File: src/rtl/hilo_muldiv_unit_pkg.sv
// Shared op encodings and FSM states for the HI/LO multiply/divide unit.
// Imported by hilo_muldiv_unit and its divide-step helper.
package hilo_muldiv_unit_pkg;

    localparam logic [2:0] MDU_OP_MULT  = 3'b001;
    localparam logic [2:0] MDU_OP_MULTU = 3'b010;
    localparam logic [2:0] MDU_OP_DIV   = 3'b011;
    localparam logic [2:0] MDU_OP_DIVU  = 3'b100;
    localparam logic [2:0] MDU_OP_MTHI  = 3'b101;
    localparam logic [2:0] MDU_OP_MTLO  = 3'b110;

    typedef enum logic [1:0] {
        ST_IDLE,
        ST_CALC,
        ST_FINISH
    } mdu_state_e;

    // Ops that occupy the iterative datapath for the full run.
    function automatic logic is_long_op(input logic [2:0] op);
        return (op == MDU_OP_MULT) || (op == MDU_OP_MULTU) ||
               (op == MDU_OP_DIV)  || (op == MDU_OP_DIVU);
    endfunction

endpackage

File: src/rtl/hilo_muldiv_unit_div_step.sv
// One combinational restoring-division step (one quotient bit).
// Ports: rem_in/quo_in/divisor in; rem_out/quo_out out.
module mdu_div_step
    import hilo_muldiv_unit_pkg::*;
#(
    parameter int WIDTH = 32
) (
    input  logic [WIDTH:0]   rem_in,
    input  logic [WIDTH-1:0] quo_in,
    input  logic [WIDTH-1:0] divisor,
    output logic [WIDTH:0]   rem_out,
    output logic [WIDTH-1:0] quo_out
);

    logic [WIDTH:0] shifted;
    logic [WIDTH:0] diff;
    logic           fits;

    // rem_in < divisor, so the shifted remainder fits in WIDTH+1 bits
    // and the sign of diff is exact.
    assign shifted = {rem_in[WIDTH-1:0], quo_in[WIDTH-1]};
    assign diff    = shifted - {1'b0, divisor};
    assign fits    = ~diff[WIDTH];
    assign rem_out = fits ? diff : shifted;
    assign quo_out = {quo_in[WIDTH-2:0], fits};

endmodule

File: src/rtl/hilo_muldiv_unit.sv
// Iterative radix-2 multiply/divide unit owning HI/LO.
// Ports: clk, rst, start, op, a, b, cancel -> busy, done, div_by_zero, hi, lo.
module hilo_muldiv_unit
    import hilo_muldiv_unit_pkg::*;
#(
    parameter int WIDTH = 32,
    parameter int CNT_W = 6
) (
    input  logic             clk,
    input  logic             rst,
    input  logic             start,
    input  logic [2:0]       op,
    input  logic [WIDTH-1:0] a,
    input  logic [WIDTH-1:0] b,
    input  logic             cancel,
    output logic             busy,
    output logic             done,
    output logic             div_by_zero,
    output logic [WIDTH-1:0] hi,
    output logic [WIDTH-1:0] lo
);

    mdu_state_e         state;
    logic [CNT_W-1:0]   cnt;
    // mul: {partial product, multiplier}; div: low half is dividend/quotient
    logic [2*WIDTH-1:0] acc;
    logic [WIDTH-1:0]   mcand;
    logic [WIDTH:0]     rem;
    logic               is_div;
    logic               neg_main;
    logic               neg_rem;
    logic               dz;

    logic               sgn_op;
    logic [WIDTH-1:0]   a_mag;
    logic [WIDTH-1:0]   b_mag;
    logic [WIDTH:0]     mul_sum;
    logic [2*WIDTH-1:0] mul_nx;
    logic [WIDTH:0]     rem_nx;
    logic [WIDTH-1:0]   quo_nx;
    logic [2*WIDTH-1:0] prod_fix;
    logic [WIDTH-1:0]   quo_fix;
    logic [WIDTH-1:0]   rem_fix;

    assign busy   = (state != ST_IDLE);
    assign sgn_op = (op == MDU_OP_MULT) || (op == MDU_OP_DIV);
    assign a_mag  = (sgn_op && a[WIDTH-1]) ? -a : a;
    assign b_mag  = (sgn_op && b[WIDTH-1]) ? -b : b;

    // Shift-add: carry out of the add becomes the new top bit.
    assign mul_sum = {1'b0, acc[2*WIDTH-1:WIDTH]} +
                     (acc[0] ? {1'b0, mcand} : '0);
    assign mul_nx  = {mul_sum, acc[WIDTH-1:1]};

    mdu_div_step #(.WIDTH(WIDTH)) u_div_step (
        .rem_in  (rem),
        .quo_in  (acc[WIDTH-1:0]),
        .divisor (mcand),
        .rem_out (rem_nx),
        .quo_out (quo_nx)
    );

    assign prod_fix = neg_main ? -acc : acc;
    assign quo_fix  = neg_main ? -acc[WIDTH-1:0] : acc[WIDTH-1:0];
    assign rem_fix  = neg_rem ? -rem[WIDTH-1:0] : rem[WIDTH-1:0];

    always_ff @(posedge clk) begin
        if (rst) begin
            state       <= ST_IDLE;
            cnt         <= '0;
            acc         <= '0;
            mcand       <= '0;
            rem         <= '0;
            is_div      <= 1'b0;
            neg_main    <= 1'b0;
            neg_rem     <= 1'b0;
            dz          <= 1'b0;
            done        <= 1'b0;
            div_by_zero <= 1'b0;
            hi          <= '0;
            lo          <= '0;
        end else begin
            done        <= 1'b0;
            div_by_zero <= 1'b0;
            unique case (state)
                ST_IDLE: begin
                    if (start && !cancel) begin
                        if (is_long_op(op)) begin
                            state    <= ST_CALC;
                            cnt      <= '0;
                            rem      <= '0;
                            mcand    <= (op == MDU_OP_DIV || op == MDU_OP_DIVU)
                                        ? b_mag : a_mag;
                            acc      <= (op == MDU_OP_DIV || op == MDU_OP_DIVU)
                                        ? {{WIDTH{1'b0}}, a_mag}
                                        : {{WIDTH{1'b0}}, b_mag};
                            is_div   <= (op == MDU_OP_DIV) || (op == MDU_OP_DIVU);
                            neg_main <= sgn_op && (a[WIDTH-1] ^ b[WIDTH-1]);
                            neg_rem  <= sgn_op && a[WIDTH-1];
                            dz       <= ((op == MDU_OP_DIV) || (op == MDU_OP_DIVU))
                                        && (b == '0);
                        end else if (op == MDU_OP_MTHI) begin
                            hi <= a;
                        end else if (op == MDU_OP_MTLO) begin
                            lo <= a;
                        end
                    end
                end
                ST_CALC: begin
                    if (cancel) begin
                        state <= ST_IDLE;
                        cnt   <= '0;
                    end else begin
                        if (is_div) begin
                            rem            <= rem_nx;
                            acc[WIDTH-1:0] <= quo_nx;
                        end else begin
                            acc <= mul_nx;
                        end
                        cnt <= cnt + CNT_W'(1);
                        if (cnt == CNT_W'(WIDTH - 1))
                            state <= ST_FINISH;
                    end
                end
                ST_FINISH: begin
                    state <= ST_IDLE;
                    cnt   <= '0;
                    if (!cancel) begin
                        done        <= 1'b1;
                        div_by_zero <= dz;
                        if (!dz) begin
                            if (is_div) begin
                                lo <= quo_fix;
                                hi <= rem_fix;
                            end else begin
                                {hi, lo} <= prod_fix;
                            end
                        end
                    end
                end
                default: state <= ST_IDLE;
            endcase
        end
    end

endmodule

File: config.mk
export PLATFORM = sky130hd
export DESIGN_NAME = hilo_muldiv_unit
export DESIGN_NICKNAME = d
export VERILOG_FILES = /design/src/rtl/hilo_muldiv_unit_pkg.sv /design/src/rtl/hilo_muldiv_unit_div_step.sv /design/src/rtl/hilo_muldiv_unit.sv
export SDC_FILE = /design/constraint.sdc
export NUM_CORES = 1
export LEC_CHECK = 0
export ABC_AREA = 0
export CAP_MARGIN = 10
export CORE_MARGIN = 3
export CORE_UTILIZATION = 37
export CTS_BUF_LIST = sky130_fd_sc_hd__clkbuf_2
export DETAILED_ROUTE_END_ITERATION = 6
export GPL_ROUTABILITY_DRIVEN = 0
export GPL_TIMING_DRIVEN = 0
export HOLD_SLACK_MARGIN = 0.1
export PLACE_DENSITY = 0.62
export SETUP_SLACK_MARGIN = 0.05
export SLEW_MARGIN = 20
export SYNTH_ARGS = -nofsm -noshare
export SYNTH_HDL_FRONTEND = slang
export SYNTH_SLANG_ARGS = --single-unit
File: constraint.sdc
create_clock -name clk -period 4.44 [get_ports clk]
set_clock_uncertainty 0.05 [all_clocks]
set_input_delay 0.888 -clock clk [delete_from_list [all_inputs] [get_ports clk]]
set_output_delay 0.888 -clock clk [all_outputs]
set_load 0.005 [all_outputs]
# Word level (Yosys, flattened, before mapping)
# Cells that the tools add are included.
[word_totals] register_bits=206 elab_cells=118
[classes] add_sub_neg=8 eq_ne=21 n_mux=45 bitwise=3 reduce_logical=27
[ops] op="32-bit 2-to-1 mux" n=27
[ops] op="64-bit 2-to-1 mux" n=4
[ops] op="32-bit case mux with 2 select lines" n=3
[ops] op="32-bit negation" n=4
[ops] op="64-bit case mux with 2 select lines" n=1
[ops] op="64-bit negation" n=1
[ops] op="32-bit by 32-bit adder with 33-bit output" n=1
[ops] op="33-bit by 32-bit subtractor with 33-bit output" n=1
[ops] op="32-bit zero test" n=1
[ops] op="2-bit != test, second input constant" n=11
[ops] op="6-bit 2-to-1 mux" n=3
[ops] op="6-bit case mux with 3 select lines" n=1
[ops] op="5-bit AND reduction" n=2
[ops] op="3-bit == test, second input constant" n=3
[ops] op="3-bit AND reduction" n=3
[ops] op="2-bit 2-to-1 mux" n=4
[ops] op="7-bit AND reduction" n=1
[ops] op="6-bit by 1-bit adder with 6-bit output, second input constant" n=1
[ops] op="3-bit by 2-bit == test with 1-bit output, second input constant" n=2
[ops] op="6-bit by 5-bit == test with 1-bit output, second input constant" n=1
[ops] op="6-bit AND reduction" n=1
[ops] op="2-bit nonzero test" n=3
[ops] op="1-bit logical AND" n=5
[ops] op="1-bit logical OR" n=5
[ops] op="other kinds (14)" n=15

# Depth between registers and ports, before layout
# Gate-level depths: netlist (run 1).
[logic_depth] word_depth=8 ltp_mapped=16

# By module
# A second synthesis (run 1) with hierarchy kept.
[hier_totals] hier_cells=2355 area_unflattened_um2=17245.3
[modules_own_cells] module="hilo_muldiv_unit" n_inst=1 cells_per_inst=1964 area_per_inst_um2=14526.4 seq_area_each_um2=4144.0
[modules_own_cells] module="mdu_div_step" n_inst=1 cells_per_inst=391 area_per_inst_um2=2718.9 seq_area_each_um2=0.0

# Least setup slack after synthesis (run 1)
# Ideal clock, no wire load.
[synth_timing] path_type="flip-flop to flip-flop" from="register acc[31]" to="register rem[7]" setup_ps=129 t_arrival_ps=3123 t_required_ps=4261 path_slack_ps=1138 path_stages_with_launch=17 n_path_buf=2 path_cell_list="dfxtp_1 -> inv_1 -> ha_1 -> fa_1 -> nor2b_1 -> o211ai_1 -> nand3_1 -> a21oi_1 -> o31ai_1 -> a31oi_1 -> o211ai_1 -> xor2_1 -> buf_2 -> buf_2 -> nand2_1 -> o21ai_0 -> o21ai_0"
[synth_between] elab_chain_len=5
[synth_lines] element="start: declaration" line_no="hilo_muldiv_unit.sv:26" rtl="logic [2*WIDTH-1:0] acc;"
[synth_lines] element="start signal: assignment" line_no="hilo_muldiv_unit.sv:94" rtl="acc <= (op == MDU_OP_DIV || op == MDU_OP_DIVU)"
[synth_lines] element="start signal: indexed assignment" line_no="hilo_muldiv_unit.sv:116" rtl="acc[WIDTH-1:0] <= quo_nx;"
[synth_lines] element="start signal: assignment" line_no="hilo_muldiv_unit.sv:118" rtl="acc <= mul_nx;"
[synth_lines] element="33-bit by 32-bit subtractor with 33-bit output" line_no="hilo_muldiv_unit_div_step.sv:22" rtl="assign diff = shifted - {1'b0, divisor};"
[synth_lines] element="32-bit 2-to-1 mux" line_no="hilo_muldiv_unit_div_step.sv:24" rtl="assign rem_out = fits ? diff : shifted;"
[synth_lines] element="32-bit 2-to-1 mux" line_no="hilo_muldiv_unit.sv:114" rtl="if (is_div) begin"
[synth_lines] element="32-bit 2-to-1 mux" line_no="hilo_muldiv_unit.sv:110" rtl="if (cancel) begin"
[synth_lines] element="32-bit case mux with 2 select lines" line_no="hilo_muldiv_unit.sv:85" rtl="unique case (state)"
[synth_lines] element="end signal: assignment" line_no="hilo_muldiv_unit.sv:115" rtl="rem <= rem_nx;"
[synth_lines] element="end: declaration" line_no="hilo_muldiv_unit.sv:28" rtl="logic [WIDTH:0] rem;"
# Every way passes these cells. The select of a mux whose other input is x is not followed.
# A chain may end at the register's enable or synchronous reset.

# Worst setup path in the final report (run 1)
[layout_timing] from="register acc[0]" to="register acc[58]"
[layout_between] elab_chain_len=5
[layout_lines] element="32-bit 2-to-1 mux" line_no="hilo_muldiv_unit.sv:52" rtl="(acc[0] ? {1'b0, mcand} : '0);"
[layout_lines] element="32-bit by 32-bit adder with 33-bit output" line_no="hilo_muldiv_unit.sv:51" rtl="assign mul_sum = {1'b0, acc[2*WIDTH-1:WIDTH]} +"
[layout_lines] element="32-bit 2-to-1 mux" line_no="hilo_muldiv_unit.sv:114"
[layout_lines] element="64-bit 2-to-1 mux" line_no="hilo_muldiv_unit.sv:110"
[layout_lines] element="64-bit case mux with 2 select lines" line_no="hilo_muldiv_unit.sv:85"
# Every way passes these cells. The select of a mux whose other input is x is not followed.

==> results of run 1 <==
==> layer usage <==
layer,track usage,share of wire
met1,0.342,0.38
met2,0.445,0.44
met4,0.200,0.081
met3,0.0508,0.096
met5,0,0.00019
==> registers in the layout, indices dropped and copies added, names as in the netlist <==
| name | count |
|---|---|
| acc | 64 |
| hi | 32 |
| lo | 32 |
| mcand | 32 |
| rem | 32 |
| cnt | 6 |
| state | 2 |
| div_by_zero | 1 |
| done | 1 |
| dz | 1 |
| is_div | 1 |
| neg_main | 1 |
| neg_rem | 1 |
==> layout make-up <==
class / count / area (sq um) / area share
multi-input cells: 1806 / 11400 / 0.602
flip-flops and latches: 206 / 4120 / 0.217
repair buffers: 135 / 1350 / 0.0713
well taps: 585 / 732 / 0.0386
plain buffers: 149 / 581 / 0.0306
clock buffers: 84 / 420 / 0.0222
inverters: 71 / 267 / 0.0141
clock inverters: 11 / 71.3 / 0.00376
diodes: 2 / 5.00 / 0.000264
==> power groups by stage <==
stage,combinational (mW),sequential [mW],clock [mW]
finish,1.35,1.98,1.40
global route,1.44,1.99,1.51
CTS,1.31,1.98,1.41
detailed placement,1.30,2.02,0
global placement,1.29,2.02,0
floorplan,0.837,1.99,0
==> worst max-delay path, stage by stage (launching register included) <==
cell and delay, ns:
dfxtp_1 0.46, inv_1 0.31, clkbuf_1 0.44, nor2_1 0.12, ha_1 0.36, a21oi_1 0.08, nor2_1 0.16, nor4_1 0.10
o41ai_1 0.71, nand3_1 0.25, a31oi_1 0.27, a31oi_1 0.09, and2_1 0.21, o21bai_1 0.19, xor2_1 0.09, a22o_1 0.20
==> final timing paths <==
path / startpoint / endpoint / slack, ns / depth (start not counted)
max: acc[0] / acc[58] / 0.25 / 15
min: mcand[7] / mcand[7] / 0.41 / 2
max reg2reg: acc[0] / acc[58] / 0.25 / 15
min reg2reg: mcand[7] / mcand[7] / 0.41 / 2
==> Yosys cell counts, types with 37 or more instances <==
cell,number,area share
inv_1,70,0.016
o31ai_1,37,0.017
o211ai_1,39,0.018
a211oi_1,87,0.040
mux2i_1,57,0.035
xor2_1,91,0.049
nor2_1,275,0.063
nor3_1,54,0.017
dfxtp_1,206,0.25
nand3_1,40,0.012
clkbuf_1,123,0.028
a21oi_1,201,0.062
o21ai_0,161,0.049
xnor2_1,103,0.055
ha_1,72,0.055
nand2_1,239,0.055
==> cells by family after synthesis <==
| group | after synthesis |
|---|---|
| multiplexers | 84 |
| adder cells (fa/ha/maj) | 74 |
| buffers and inverters | 220 |
| AO/OA/AOI/OAI | 681 |
| XOR/XNOR | 194 |
| AND/OR/NAND/NOR | 773 |
| flip-flops | 206 |
==> repair_timing <==
action,4_1_cts,5_1_grt
resized for setup,0,4
buffers inserted,0,0
endpoints found under the setup margin,0,33
hold buffers,0,0
==> cells in the final DEF (no fill, tap or decap), types with 26 or more instances in the layout <==
cell type and n:
nor3_1 52, nand2_1 239, inv_1 70, xnor2_1 103, mux2_2 27, mux2i_1 57, nand3_1 40, o31ai_1 36
a31oi_1 26, clkbuf_2 85, dfxtp_1 206, o21ai_0 161, clkdlybuf4s50_1 135, a21o_1 30, clkbuf_1 123, xor2_1 91
a21oi_1 201, o211ai_1 39, nor2_1 275, a211oi_1 87, ha_1 72
==> per-stage QoR <==
stage / area, sq um / worst slack (ns) / hold WS, ns / TNS (ns) / utilization
detailed placement: 18400 / -0.0141 / 0.393 / -0.0154 / 0.425
CTS: 18900 / 0.0667 / 0.412 / 0 / 0.437
floorplan: 16400 / 1.14 / 0.382 / 0 / -
finish: 19000 / 0.253 / 0.409 / 0 / 0.437
global route: 19000 / 0.0299 / 0.424 / 0 / 0.437
global placement: 18400 / 0.0917 / 0.391 / 0 / 0.425
==> results.txt, run 1 <==
drt pass-1 iters - 5
HP Class - flip-flop to flip-flop
XOR/XNOR Fraction of Synth Area - 0.104
Static Leak - 7.11 nW
DRC viols - 0
post-placement cell count - 2952
kind of start point of the critical path - flip-flop
status - finished, final reports clean
Post-DP HPWL - 55000 microns
ys async rst share - 0
number of fill cells in the layout - 4498
P per Cell Area - 250 nW/um^2
mux cell area share after synthesis - 0.0535
crit path DAT - 4.99 ns
#FFs+latches synth - 206
number of distinct library cells after synthesis - 79
antenna violations before repair - 2
Reg power frac - 0.419
total CTS buffers - 56
P&R area growth vs syn - 15.9%
H-Tree Depth - 2
Final setup viols - 0
post-synthesis adder-cell area fraction - 0.0575
CP endpoint kind - flip-flop
min cycle time layout - 4.19 ns
Slew Limit Headroom - 0.229
Synth Area in Compound Gates - 0.263
Tot Pwr - 4.73 mW
grt total ovfl - 0
RSZ-0062 raised after global routing - true
number of synthesis warnings - 0
IO Pins - 138
Die Wd - 216 microns
full die area - 46800 sq um
CP max FO - 10
main combinational cell family by area after synthesis - compound AO/OA/AOI/OAI gates
Max VDD drop - 188 uV
Crit Path Category - flip-flop to flip-flop
share of post-route cells with drive strength above 1 - 0.0646
clk_lat worst skew - 0.96 ns
syn_area_per_cell - 7.33 sq um
Die Ht - 216 microns
Starting Density - 0.377
port bufs - 135
Seq/Total Area, Yosys - 0.252
cells after synthesis - 2232
Required @ worst endpoint - 5.25 ns
final hold viol count - 0
Tot GR Track Use - 0.280
Synth Cell Area - 16400 sq um
Clk pwr share - 0.296
Simple-Gate Fraction of Synth Area - 0.218
Antenna Violating Nets Remaining - 0
Worst Max-Slew Pin Slew - 1.14 ns
Comb pwr share - 0.286
final slew viol count - 0
Most used DFF post-synth - dfxtp_1
switch share - 0.378
clock transition at the registers of the reported paths - 0.11 ns
final instance count without filler cells - 3049
routed wire length - 69100 microns
Initial DRC Count - 2298
vias - 18.1k
Num Clock Sinks - 206
max-cap violations - 0
first-pass GRT wire length - 102000 microns
net switching power - 1.79 mW
Avg Vias per Cell - 5.94
syn nets - 2377
largest net degree at the start of global routing - 15
Root Buffer - clkbuf_2
Avg WL per Cell - 22.7 microns
Core Region - 43400 sq um
Achievable Freq - 239 MHz
vias in the first global route - 17.0k
clk buf depth - 3
crit share post-route - 0.943
Nets - 2570
Int Pwr - 2.95 mW
Post-synth EDFFs - 0
TritonCTS clock tree - yes
row count - 76
Power figures use the tool's default switching activity.
==> inputs of run 2 (changes only) <==
--- a/config.mk
+++ b/config.mk
@@ -6,6 +6,7 @@
 export NUM_CORES = 1
 export LEC_CHECK = 0
 export ABC_AREA = 0
+export ABC_CLOCK_PERIOD_IN_PS = 4300
 export CAP_MARGIN = 10
 export CORE_MARGIN = 3
 export CORE_UTILIZATION = 37
==> constraint.sdc (replaced) <==
create_clock -name clk -period 4.3 [get_ports clk]
set_clock_uncertainty 0.05 [all_clocks]
set_input_delay 0.86 -clock clk [delete_from_list [all_inputs] [get_ports clk]]
set_output_delay 0.86 -clock clk [all_outputs]
set_load 0.005 [all_outputs]
==> results.txt, run 2 (same netlist as run 1, synthesis figures left out) <==
status - finished with violations
failing checks - design-rule violations
Tot GR Track Use - 0.280
TritonCTS clock tree - yes
IO Pins - 138
CP endpoint kind - flip-flop
crit share post-route - 0.947
row count - 76
Root Buffer - clkbuf_2
RSZ-0062 raised after global routing - true
Core Region - 43400 sq um
kind of start point of the critical path - flip-flop
Post-DP HPWL - 55000 microns
routed wire length - 69000 microns
CP max FO - 10
hold path cells - 2
Num Clock Sinks - 206
Achievable Freq - 245 MHz
min cycle time layout - 4.07 ns
worst-case reg-to-reg path depth - 15
number of fill cells in the layout - 4499
final hold viol count - 0
Fin Setup TNS - 0 ns
Static Leak - 7.11 nW
Slew Limit Headroom - 0.178
M3 GR Usage - 0.0508
share of post-route cells with drive strength above 1 - 0.0654
clock transition at the registers of the reported paths - 0.11 ns
HP Class - flip-flop to flip-flop
full die area - 46800 sq um
clk buf depth - 3
P&R area growth vs syn - 16.0%
met1 GRT Util - 0.342
Die Ht - 216 microns
grt met2 use - 0.445
Starting Density - 0.377
Largest register FFs - 64
vias - 18.1k
most frequent cells in the layout - nor2_1, nand2_1, dfxtp_1
DRC viols - 2
vias in the first global route - 17.0k
Final setup viols - 0
CTS Hold Bufs - 0
Setup Fix Bufs, Post-CTS - 0
most common library cell in the layout ignoring fill and taps - nor2_1
Initial DRC Count - 2331
busiest grt layer - met2
Avg WL per Cell - 22.6 microns
antenna violations before repair - 2
drt pass-1 iters - 7
Nets - 2570
clk_lat worst skew - 0.96 ns
final instance count without filler cells - 3049
port bufs - 135
P per Cell Area - 258 nW/um^2
crit path DAT - 4.88 ns
first-pass GRT wire length - 102000 microns
total CTS buffers - 56
Avg Vias per Cell - 5.93
Required @ worst endpoint - 5.11 ns
grt total ovfl - 0
final slew viol count - 0
Die Wd - 216 microns
post-placement cell count - 2952
Crit Path Category - flip-flop to flip-flop
largest net degree at the start of global routing - 15
H-Tree Depth - 2
Top reg by flops - acc
max-cap violations - 0
Antenna Violating Nets Remaining - 0
Worst Max-Slew Pin Slew - 1.22 ns
Max VDD drop - 194 uV
[run 2: changes by cell type in the layout (fill, tap and decap cells not counted)]
cell / delta
clkbuf_2: +1
buf_4: +1
a31oi_2: +1
clkbuf_1: -1
a31oi_1: -1
buf_2: -1
[run 2: cell type report]
class,count,area [sq um],area share
Timing Repair Buffer,135,1350,0.0712
Buffer,149,584,0.0308
Multi-Input combinational cell,1806,11400,0.602
Clock inverter,11,71.3,0.00376
Inverter,71,267,0.0140
Clock buffer,84,420,0.0222
Tap cell,585,732,0.0386
Antenna cell,2,5.00,0.000264
Sequential cell,206,4120,0.217
[run 2: critical path, stage by stage (launching register included)]
cell	delay, ns
dfxtp_1	0.63
inv_1	0.29
clkbuf_2	0.29
nor2_1	0.16
ha_1	0.20
a21oi_1	0.08
nor2_1	0.16
nor4_1	0.10
o41ai_1	0.72
nand3_1	0.25
a31oi_1	0.27
a31oi_1	0.09
and2_1	0.21
o21bai_1	0.19
xor2_1	0.09
a22o_1	0.20
[run 2: per-layer routing]
| layer | up-vias | wire length, microns |
|---|---|---|
| met4 | 2 | 5700 |
| met1 | 8404 | 26500 |
| met3 | 256 | 6560 |
| li1 | 8406 | - |
| met5 | - | 13 |
| met2 | 1001 | 30200 |
[run 2: timing repair]
action	CTS	global route
resized for setup	1	8
endpoints found under the setup margin	5	21
pin swaps	0	1
[run 2: per-stage QoR]
stage          worst slack, ns  power [mW]  utilization  instance area, sq um  hold WS [ns]
2_1_floorplan            0.998        2.92            -                 16400         0.382
3_3_place_gp           -0.0203        3.41        0.425                 18400         0.391
3_5_place_dp            -0.126        3.43        0.425                 18400         0.393
4_1_cts                  0.129        4.85        0.437                 18900         0.412
5_1_grt                 0.0464        5.10        0.438                 19000         0.424
6_report                 0.226        4.89        0.438                 19000         0.412
[run 2: report_power, final]
group / switching, mW / internal, mW
sequential: 0.0770 / 1.97
combinational: 0.899 / 0.503
clock: 0.866 / 0.573
total: 1.84 / 3.04
[run 2: path summary, 6_finish.rpt]
| kind | from | to | slack (ns) |
|---|---|---|---|
| max | acc[0] | acc[58] | 0.23 |
| min | mcand[21] | mcand[21] | 0.41 |
| max reg2reg | acc[0] | acc[58] | 0.23 |
| min reg2reg | mcand[21] | mcand[21] | 0.41 |
==> inputs of run 3 (changes only) <==
--- a/config.mk
+++ b/config.mk
@@ -12,12 +12,13 @@
 export CORE_UTILIZATION = 37
 export CTS_BUF_LIST = sky130_fd_sc_hd__clkbuf_2
 export DETAILED_ROUTE_END_ITERATION = 6
+export DONT_BUFFER_PORTS = 1
 export GPL_ROUTABILITY_DRIVEN = 0
 export GPL_TIMING_DRIVEN = 0
 export HOLD_SLACK_MARGIN = 0.1
-export PLACE_DENSITY = 0.62
+export PLACE_DENSITY = 0.58
 export SETUP_SLACK_MARGIN = 0.05
-export SLEW_MARGIN = 20
+export SLEW_MARGIN = 25
 export SYNTH_ARGS = -nofsm -noshare
 export SYNTH_HDL_FRONTEND = slang
 export SYNTH_SLANG_ARGS = --single-unit
==> results.txt, run 3 (same netlist as run 1, synthesis figures left out) <==
CP max FO - 10
Crit Path Category - flip-flop to flip-flop
clk buf depth - 3
status - finished, final reports clean
min cycle time layout - 4.05 ns
crit share post-route - 0.942
most common library cell in the layout ignoring fill and taps - nor2_1
Fin Setup TNS - 0 ns
drt pass-1 iters - 6
Die Wd - 216 microns
Core Region - 43400 sq um
kind of start point of the critical path - flip-flop
final hold viol count - 0
Final Core Density - 0.413
Die Ht - 216 microns
clock transition at the registers of the reported paths - 0.12 ns
Max VDD drop - 167 uV
row count - 76
Top reg by flops - acc
Largest register FFs - 64
Starting Density - 0.377
max-cap violations - 0
Static Leak - 6.73 nW
grt total ovfl - 0
most frequent cells in the layout - nor2_1, nand2_1, dfxtp_1
Worst Max-Slew Pin Slew - 1.05 ns
CP Cell Sequence - inv_1 > ha_1 > fa_1 > nor2b_1 > o211ai_1 > nand3_1 > a21oi_1 > o31ai_2 > a31oi_2 > o211ai_1 > xor2_1 > clkbuf_4 > buf_2 > nand2_1 > o21ai_0 > o21ai_0
CP endpoint kind - flip-flop
H-Tree Depth - 2
P&R area growth vs syn - 9.60%
slowest cell delay on critical path - 0.46 ns
Avg WL per Cell - 23.8 microns
Tot GR Track Use - 0.287
largest net degree at the start of global routing - 17
final slew viol count - 0
first-pass GRT wire length - 103000 microns
Nets - 2462
share of post-route cells with drive strength above 1 - 0.0690
RSZ-0062 raised after global routing - true
Num Clock Sinks - 206
HP Class - primary input to flip-flop
routed wire length - 70200 microns
Required @ worst endpoint - 5.04 ns
IO Pins - 138
Post-DP HPWL - 55400 microns
Place WS - -0.159 ns
crit path DAT - 4.79 ns
full die area - 46800 sq um
total CTS buffers - 58
CP max stage cell - dfxtp_2
antenna violations before repair - 3
final instance count without filler cells - 2954
Initial DRC Count - 1993
final setup margin - 0.251 ns
DRC viols - 0
Tot Pwr - 4.83 mW
TritonCTS clock tree - yes
Slew Limit Headroom - 0.294
port bufs - 0
Final setup viols - 0
Achievable Freq - 247 MHz
Root Buffer - clkbuf_2
P per Cell Area - 270 nW/um^2
Antenna Violating Nets Remaining - 0
vias in the first global route - 16.6k
clk_lat worst skew - 0.97 ns
Avg Vias per Cell - 6.05
vias - 17.9k
post-placement cell count - 2817
run 3: final timing paths:
path / start / to / slack [ns] / cells after the start
worst max-delay path: acc[31] / rem[17] / 0.25 / 16
worst min-delay path: a[30] / lo[30] / 0.16 / 4
worst max register to register: acc[31] / rem[17] / 0.25 / 16
worst min register to register: mcand[18] / mcand[18] / 0.41 / 2
run 3: critical path, delay by kind of cell, from the launching register on:
| family | cells | cell delay (ns) |
|---|---|---|
| compound gates | 7 | 1.25 |
| buf+inv | 3 | 0.74 |
| fa+ha+maj | 2 | 0.72 |
| flops | 1 | 0.46 |
| simple gates | 3 | 0.38 |
| xor+xnor | 1 | 0.24 |
run 3: report_power, final:
part	total [mW]	switching, mW	internal, mW
clock network	1.50	0.945	0.558
logic	1.28	0.830	0.447
registers	2.06	0.0860	1.97
total	4.83	1.86	2.97
run 3: layout make-up:
type | instances | area, sq um
diodes | 6 | 15.0
plain buffers | 149 | 583
clock buffers | 75 | 375
clock inverters | 31 | 161
fillers | 4563 | 25400
inverters | 71 | 267
multi-input cells | 1806 | 11400
flip-flops and latches | 206 | 4130
well taps | 585 | 732
repair buffers | 25 | 245
run 3: routing by layer:
layer  GRT usage  wire (microns)
met3      0.0611            6840
met2       0.459           31300
met5           0               8
met1       0.350           26900
met4       0.184            5170
run 3: through the flow:
stage	cell area, sq um	hold slack [ns]
after floorplan	16400	0.382
after global placement	17100	0.392
after detailed placement	17100	0.399
after CTS	17900	0.101
after global routing	17900	0.142
final	17900	0.161
run 3: timing repair:
action                     CTS  global route
hold buffers                23             0
hold endpoints to repair    24             0
gates resized for setup      1             6
buffers inserted             1             1
pin swaps                    1             1
setup endpoints to repair   31            34
cloned                       0             0
